`src/rtl/frm_buf_sched.sv`:
```
// Triple-buffer scheduler: grants the writer a free frame buffer and swaps the
// display buffer only on vsync rising edges so scan-out never tears.
module frm_buf_sched #(
  parameter int unsigned       ADDR_W    = 32,
  parameter logic [ADDR_W-1:0] BASE_ADDR = ADDR_W'(32'h0000_0000),
  parameter logic [ADDR_W-1:0] FRM_BYTES = ADDR_W'(32'h0020_0000)
) (
  input  logic              disp_clk_i,
  input  logic              disp_rst_i,
  input  logic              vsync_i,
  input  logic              wr_req_i,
  input  logic              wr_done_i,
  output logic              wr_gnt_o,
  output logic              wr_busy_o,
  output logic [1:0]        wr_buf_idx_o,
  output logic [ADDR_W-1:0] wr_base_addr_o,
  output logic [1:0]        rd_buf_idx_o,
  output logic [ADDR_W-1:0] rd_base_addr_o,
  output logic [8:0]        swap_cnt_o,
  output logic [7:0]        repeat_cnt_o,
  output logic [7:0]        drop_cnt_o,
  output logic              err_o
);

  typedef enum logic [1:0] {BufFree, BufWriting, BufReady, BufDisplay} buf_st_e;
  typedef enum logic {StIdle, StWriting} wr_st_e;

  buf_st_e buf_q [3];
  buf_st_e buf_d [3];
  wr_st_e  wr_st_q, wr_st_d;

  logic [1:0]        vs_q;
  logic [1:0]        wr_idx_q, wr_idx_d;
  logic [1:0]        rd_idx_q, rd_idx_d;
  logic              gnt_q, gnt_d;
  logic              busy_q, busy_d;
  logic              err_q, err_d;
  logic [8:0]        swap_q, swap_d;
  logic [7:0]        rep_q, rep_d;
  logic [7:0]        drop_q, drop_d;
  logic [ADDR_W-1:0] wr_addr_q, rd_addr_q;

  logic       rise, done, grant, drop_inc;
  logic       free_vld, rdy_vld, swap_vld;
  logic [1:0] free_idx, rdy_idx, swap_idx, tgt_idx;

  function automatic logic [ADDR_W-1:0] base_of(input logic [1:0] idx);
    return BASE_ADDR + ADDR_W'(idx) * FRM_BYTES;
  endfunction

  // vs_q[1] is the older sample
  assign rise  = (vs_q == 2'b01);
  assign done  = (wr_st_q == StWriting) && wr_done_i;
  assign grant = (wr_st_q == StIdle) && wr_req_i;

  always_comb begin
    buf_d    = buf_q;
    wr_st_d  = wr_st_q;
    wr_idx_d = wr_idx_q;
    rd_idx_d = rd_idx_q;
    gnt_d    = 1'b0;
    busy_d   = busy_q;
    err_d    = err_q;
    swap_d   = swap_q;
    rep_d    = rep_q;
    drop_d   = drop_q;
    drop_inc = 1'b0;
    free_vld = 1'b0;
    free_idx = 2'd0;
    rdy_vld  = 1'b0;
    rdy_idx  = 2'd0;
    tgt_idx  = 2'd0;

    // Descending scan leaves the lowest matching index
    for (int i = 2; i >= 0; i--) begin
      if (buf_q[i] == BufFree) begin
        free_vld = 1'b1;
        free_idx = 2'(i);
      end
      if (buf_q[i] == BufReady) begin
        rdy_vld = 1'b1;
        rdy_idx = 2'(i);
      end
    end

    if (wr_done_i && wr_st_q != StWriting) err_d = 1'b1;

    if (done) begin
      if (rdy_vld) begin
        buf_d[rdy_idx] = BufFree;
        drop_inc       = 1'b1;
      end
      buf_d[wr_idx_q] = BufReady;
      wr_st_d         = StIdle;
      busy_d          = 1'b0;
    end

    // A frame completing this cycle is newer than any older READY one
    swap_vld = done || rdy_vld;
    swap_idx = done ? wr_idx_q : rdy_idx;
    if (rise) begin
      if (swap_vld) begin
        buf_d[rd_idx_q] = BufFree;
        buf_d[swap_idx] = BufDisplay;
        rd_idx_d        = swap_idx;
        swap_d          = swap_q + 9'd1;
      end else if (rep_q != 8'hff) begin
        rep_d = rep_q + 8'd1;
      end
    end

    if (grant) begin
      if (free_vld) begin
        tgt_idx = free_idx;
      end else if (rise && rdy_vld) begin
        tgt_idx = rd_idx_q;
      end else begin
        tgt_idx  = rdy_idx;
        drop_inc = 1'b1;
      end
      buf_d[tgt_idx] = BufWriting;
      wr_idx_d       = tgt_idx;
      gnt_d          = 1'b1;
      busy_d         = 1'b1;
      wr_st_d        = StWriting;
    end

    if (drop_inc && drop_q != 8'hff) drop_d = drop_q + 8'd1;
  end

  always_ff @(posedge disp_clk_i) begin
    if (disp_rst_i) begin
      buf_q[0]  <= BufDisplay;
      buf_q[1]  <= BufFree;
      buf_q[2]  <= BufFree;
      wr_st_q   <= StIdle;
      vs_q      <= 2'b00;
      wr_idx_q  <= 2'd0;
      rd_idx_q  <= 2'd0;
      gnt_q     <= 1'b0;
      busy_q    <= 1'b0;
      err_q     <= 1'b0;
      swap_q    <= 9'd0;
      rep_q     <= 8'd0;
      drop_q    <= 8'd0;
      wr_addr_q <= BASE_ADDR;
      rd_addr_q <= BASE_ADDR;
    end else begin
      buf_q     <= buf_d;
      wr_st_q   <= wr_st_d;
      vs_q      <= {vs_q[0], vsync_i};
      wr_idx_q  <= wr_idx_d;
      rd_idx_q  <= rd_idx_d;
      gnt_q     <= gnt_d;
      busy_q    <= busy_d;
      err_q     <= err_d;
      swap_q    <= swap_d;
      rep_q     <= rep_d;
      drop_q    <= drop_d;
      wr_addr_q <= base_of(wr_idx_d);
      rd_addr_q <= base_of(rd_idx_d);
    end
  end

  assign wr_gnt_o       = gnt_q;
  assign wr_busy_o      = busy_q;
  assign wr_buf_idx_o   = wr_idx_q;
  assign wr_base_addr_o = wr_addr_q;
  assign rd_buf_idx_o   = rd_idx_q;
  assign rd_base_addr_o = rd_addr_q;
  assign swap_cnt_o     = swap_q;
  assign repeat_cnt_o   = rep_q;
  assign drop_cnt_o     = drop_q;
  assign err_o          = err_q;

endmodule

```
`config.mk`:
```
export PLATFORM = sky130hd
export DESIGN_NAME = frm_buf_sched
export DESIGN_NICKNAME = d
export VERILOG_FILES = /design/src/rtl/frm_buf_sched.sv
export SDC_FILE = /design/constraint.sdc
export NUM_CORES = 1
export LEC_CHECK = 0
export CAP_MARGIN = 20
export CELL_PAD_IN_SITES_DETAIL_PLACEMENT = 1
export CELL_PAD_IN_SITES_GLOBAL_PLACEMENT = 1
export CORE_ASPECT_RATIO = 1.25
export CORE_MARGIN = 2
export CORE_UTILIZATION = 28
export CTS_CLUSTER_SIZE = 24
export DETAILED_ROUTE_END_ITERATION = 10
export GPL_ROUTABILITY_DRIVEN = 0
export PLACE_DENSITY = 0.75
export SYNTH_ARGS = -nofsm -noshare
export SYNTH_HDL_FRONTEND = slang
export SYNTH_SLANG_ARGS = --single-unit
```
`constraint.sdc`:
```
create_clock -name disp_clk_i -period 1.9 [get_ports disp_clk_i]
set_input_delay 0.19 -clock disp_clk_i [delete_from_list [all_inputs] [get_ports disp_clk_i]]
set_output_delay 0.19 -clock disp_clk_i [all_outputs]
set_load 0.01 [all_outputs]
```
==> run summary <==
Die W: 88.9 um
crit path capture type: register
critical path type: reg -> reg
first-pass GRT wire length: 10.3 mm
dpl cells: 478
total gr overflow: 0
Setup WS post-layout: 0.0694 ns
maximum vdd drop: 0.000268 V
Via density: 4.58
RR Endpoint: drop_cnt_o[3]
sequential share of the synthesized area: 31.7%
Async SR Flop Fraction: 0%
ratio of cells with drive above 1 in the final layout: 19.6%
Post-Synthesis Cell Area: 2520 um^2
Fin. Hold Viols: 0
1st-pass router iterations: 4
WL per Instance: 13.3 um
# nets final: 374
WL final: 6.47 mm
Sw Share: 28.3%
Worst-path clk slew: 0.09 ns
startpoint types: register
Total Power: 1.97 mW
Worst Hold Class: in -> reg
number of I/O pins: 101
CTS buffer count: 5
DRC: 0
Crit. Startpoint: buf_q[2]
site row count: 38
vias in the first global route: 2113
Synth Instances: 302
Post-Layout Cell Count: 487
die height: 110 um
post-synthesis cell type count: 54
period utilization: 96.3%
root buffer cell: clkbuf_8
EDFF count, synth: 0
Starting Density: 29.0%
antenna cells: 0
Vias: 2231
# port buffers: 40
RSZ-0062 raised after global routing: true
final setup fails: 0
outcome: complete, no violations
WHS: 0.454 ns
die area: 9800 um^2
GRT Util Overall: 13.4%
initial antenna violation count: 0
max-cap violations: 0
Slew Viols, Final: 0
crit path DAT: 2.08 ns
Top FF cell, synth: dfxtp_1
Area growth, synth to finish: 27.1%
GRT busiest layer: met2
CP endpoint: drop_cnt_o[3]
CTS Hold Bufs: 0
Critical Path RT: 2.15 ns
PwrDens: 613 nW/um^2
FF-to-FF setup slack: 0.07 ns
worst-case reg-to-reg path depth: 5
top cells by area, synth: dfxtp_1 (32%), buf_4 (19%), nor2_1 (3.9%), xnor2_1 (3.1%), a21oi_1 (2.4%)
WHS Path Cells: 2
Power Internal: 1.41 mW
Clk pwr share: 36.4%
area fraction of the dominant cell type after synthesis: 31.7%
CTS sink count: 40
largest net degree at the start of global routing: 27
Core ar.: 8700 um^2
critical path peak fanout: 7
P_leak: 1.27 nW
grt met2 use: 23.7%
YS warnings: 0
# H-tree levels: 2
Clk Latency, worst-skew pair: 0.31 ns
Synth Register Bits: 40
Max clock buf depth: 2
post-route ant nets: 0
Reg2Reg Launch Point: buf_q[2]
Logic pwr share: 17.7%
CTS tree: done
DPL Wire Length: 4.98 mm
net load switching power: 556 uW
Achievable Freq: 0.546 GHz
met3 Track Usage GR: 2.76%
dominant cell type by area after synthesis: dfxtp_1
Mapped Avg Cell Area: 8.36 um^2
Place WS: -0.224 ns
M1 GR Usage: 15.4%
Tmin final: 1.83 ns
register share of total power: 46.0%
clock skew: 0.00740 ns
1st-iter DRT viols: 76
==> state kept, by name (all words and copies together), names as in the netlist <==
signal          flops
vs_q                2
wr_busy_o           1
repeat_cnt_o        8
wr_gnt_o            1
buf_q               6
wr_base_addr_o      2
swap_cnt_o          9
err_o               1
rd_base_addr_o      2
drop_cnt_o          8
==> cell type report <==
class | count | area [um^2]
Timing Repair Buffer | 72 | 653
Sequential cell | 40 | 812
Fill cell | 1063 | 5490
Tap cell | 120 | 150
Clock buffer | 5 | 68.8
Multi-Input combinational cell | 242 | 1460
Clock inverter | 3 | 42.5
Inverter | 5 | 18.8
==> worst max-delay path, cell delays in order, from the launching register on <==
cell,delay (ns)
dfxtp_4,0.39
o22ai_2,0.10
or3_4,0.38
o22a_4,0.28
or4_4,0.48
a21oi_2,0.14
==> kinds of logic after synthesis <==
kind of cell / after synthesis / share of synthesized area, %
flip-flops: 40 / 31.7
adder cells (fa/ha/maj): 3 / 1.49
multiplexers: 4 / 1.73
XOR/XNOR: 10 / 3.47
AND/OR/NAND/NOR: 114 / 25.0
other: 1 / 0.149
AO/OA/AOI/OAI: 51 / 14.6
buffers and inverters: 79 / 21.9
==> stage by stage <==
step	TNS, ns	cell area, um^2	util [%]
floorplan	0	2750	-
global placement	-1.23	3020	34.7
detailed placement	-1.84	3020	34.7
CTS	-0.00196	3150	36.2
global route	-0.0303	3210	36.9
finish	0	3210	36.9
==> cells in the mapped netlist, drive strengths merged, types with 2 or more instances <==
library cell	count
a211oi	2
a21o	3
a21oi	12
a31oi	3
and2	2
and3	5
buf	67
clkbuf	7
dfxtp	40
ha	3
inv	5
mux2	3
nand2	14
nand2b	6
nand3	12
nand3b	4
nand4	7
nor2	26
nor2b	9
nor3	8
nor3b	2
nor4	3
o21a	2
o21ai	4
o22ai	2
o311ai	4
o31ai	7
o41ai	4
or3	4
or4	5
xnor2	9
==> per-layer routing <==
layer,up-vias,part of all wire (%)
li1,1078,-
met1,1063,41
met2,77,51
met3,13,5.1
met4,0,2.6
met5,-,0
==> worst min-delay path by stage <==
stage                       start  endpoint  slack [ns]
after floorplan           vsync_i   vs_q[0]        0.32
after global placement    vs_q[0]   vs_q[1]        0.47
after detailed placement  vs_q[0]   vs_q[1]        0.47
after CTS                 vsync_i   vs_q[0]        0.45
after global routing      vsync_i   vs_q[0]        0.46
final                     vsync_i   vs_q[0]        0.45
==> placed cells by master, fill, tap and decap left out, drive strengths merged, types with 8 or more instances in the layout <==
master          n
nand2          14
nor2           26
nor3            8
buf            32
nand3          12
clkdlybuf4s50  40
dfxtp          40
nor2b           9
a21oi          12
conb           60
xnor2           9
==> power groups by stage <==
stage	clock [mW]	combinational (mW)	sequential (mW)
floorplan	0	0.287	0.918
global placement	0	0.321	0.916
detailed placement	0	0.331	0.919
CTS	0.729	0.338	0.901
global route	0.767	0.382	0.910
finish	0.715	0.347	0.904
==> timing repair <==
item	4_1_cts	5_1_grt
buffers inserted	1	0
resized for setup	6	17
pin swaps	1	2
endpoints found under the setup margin	6	11
No activity file was read; power rests on OpenSTA's default activity.
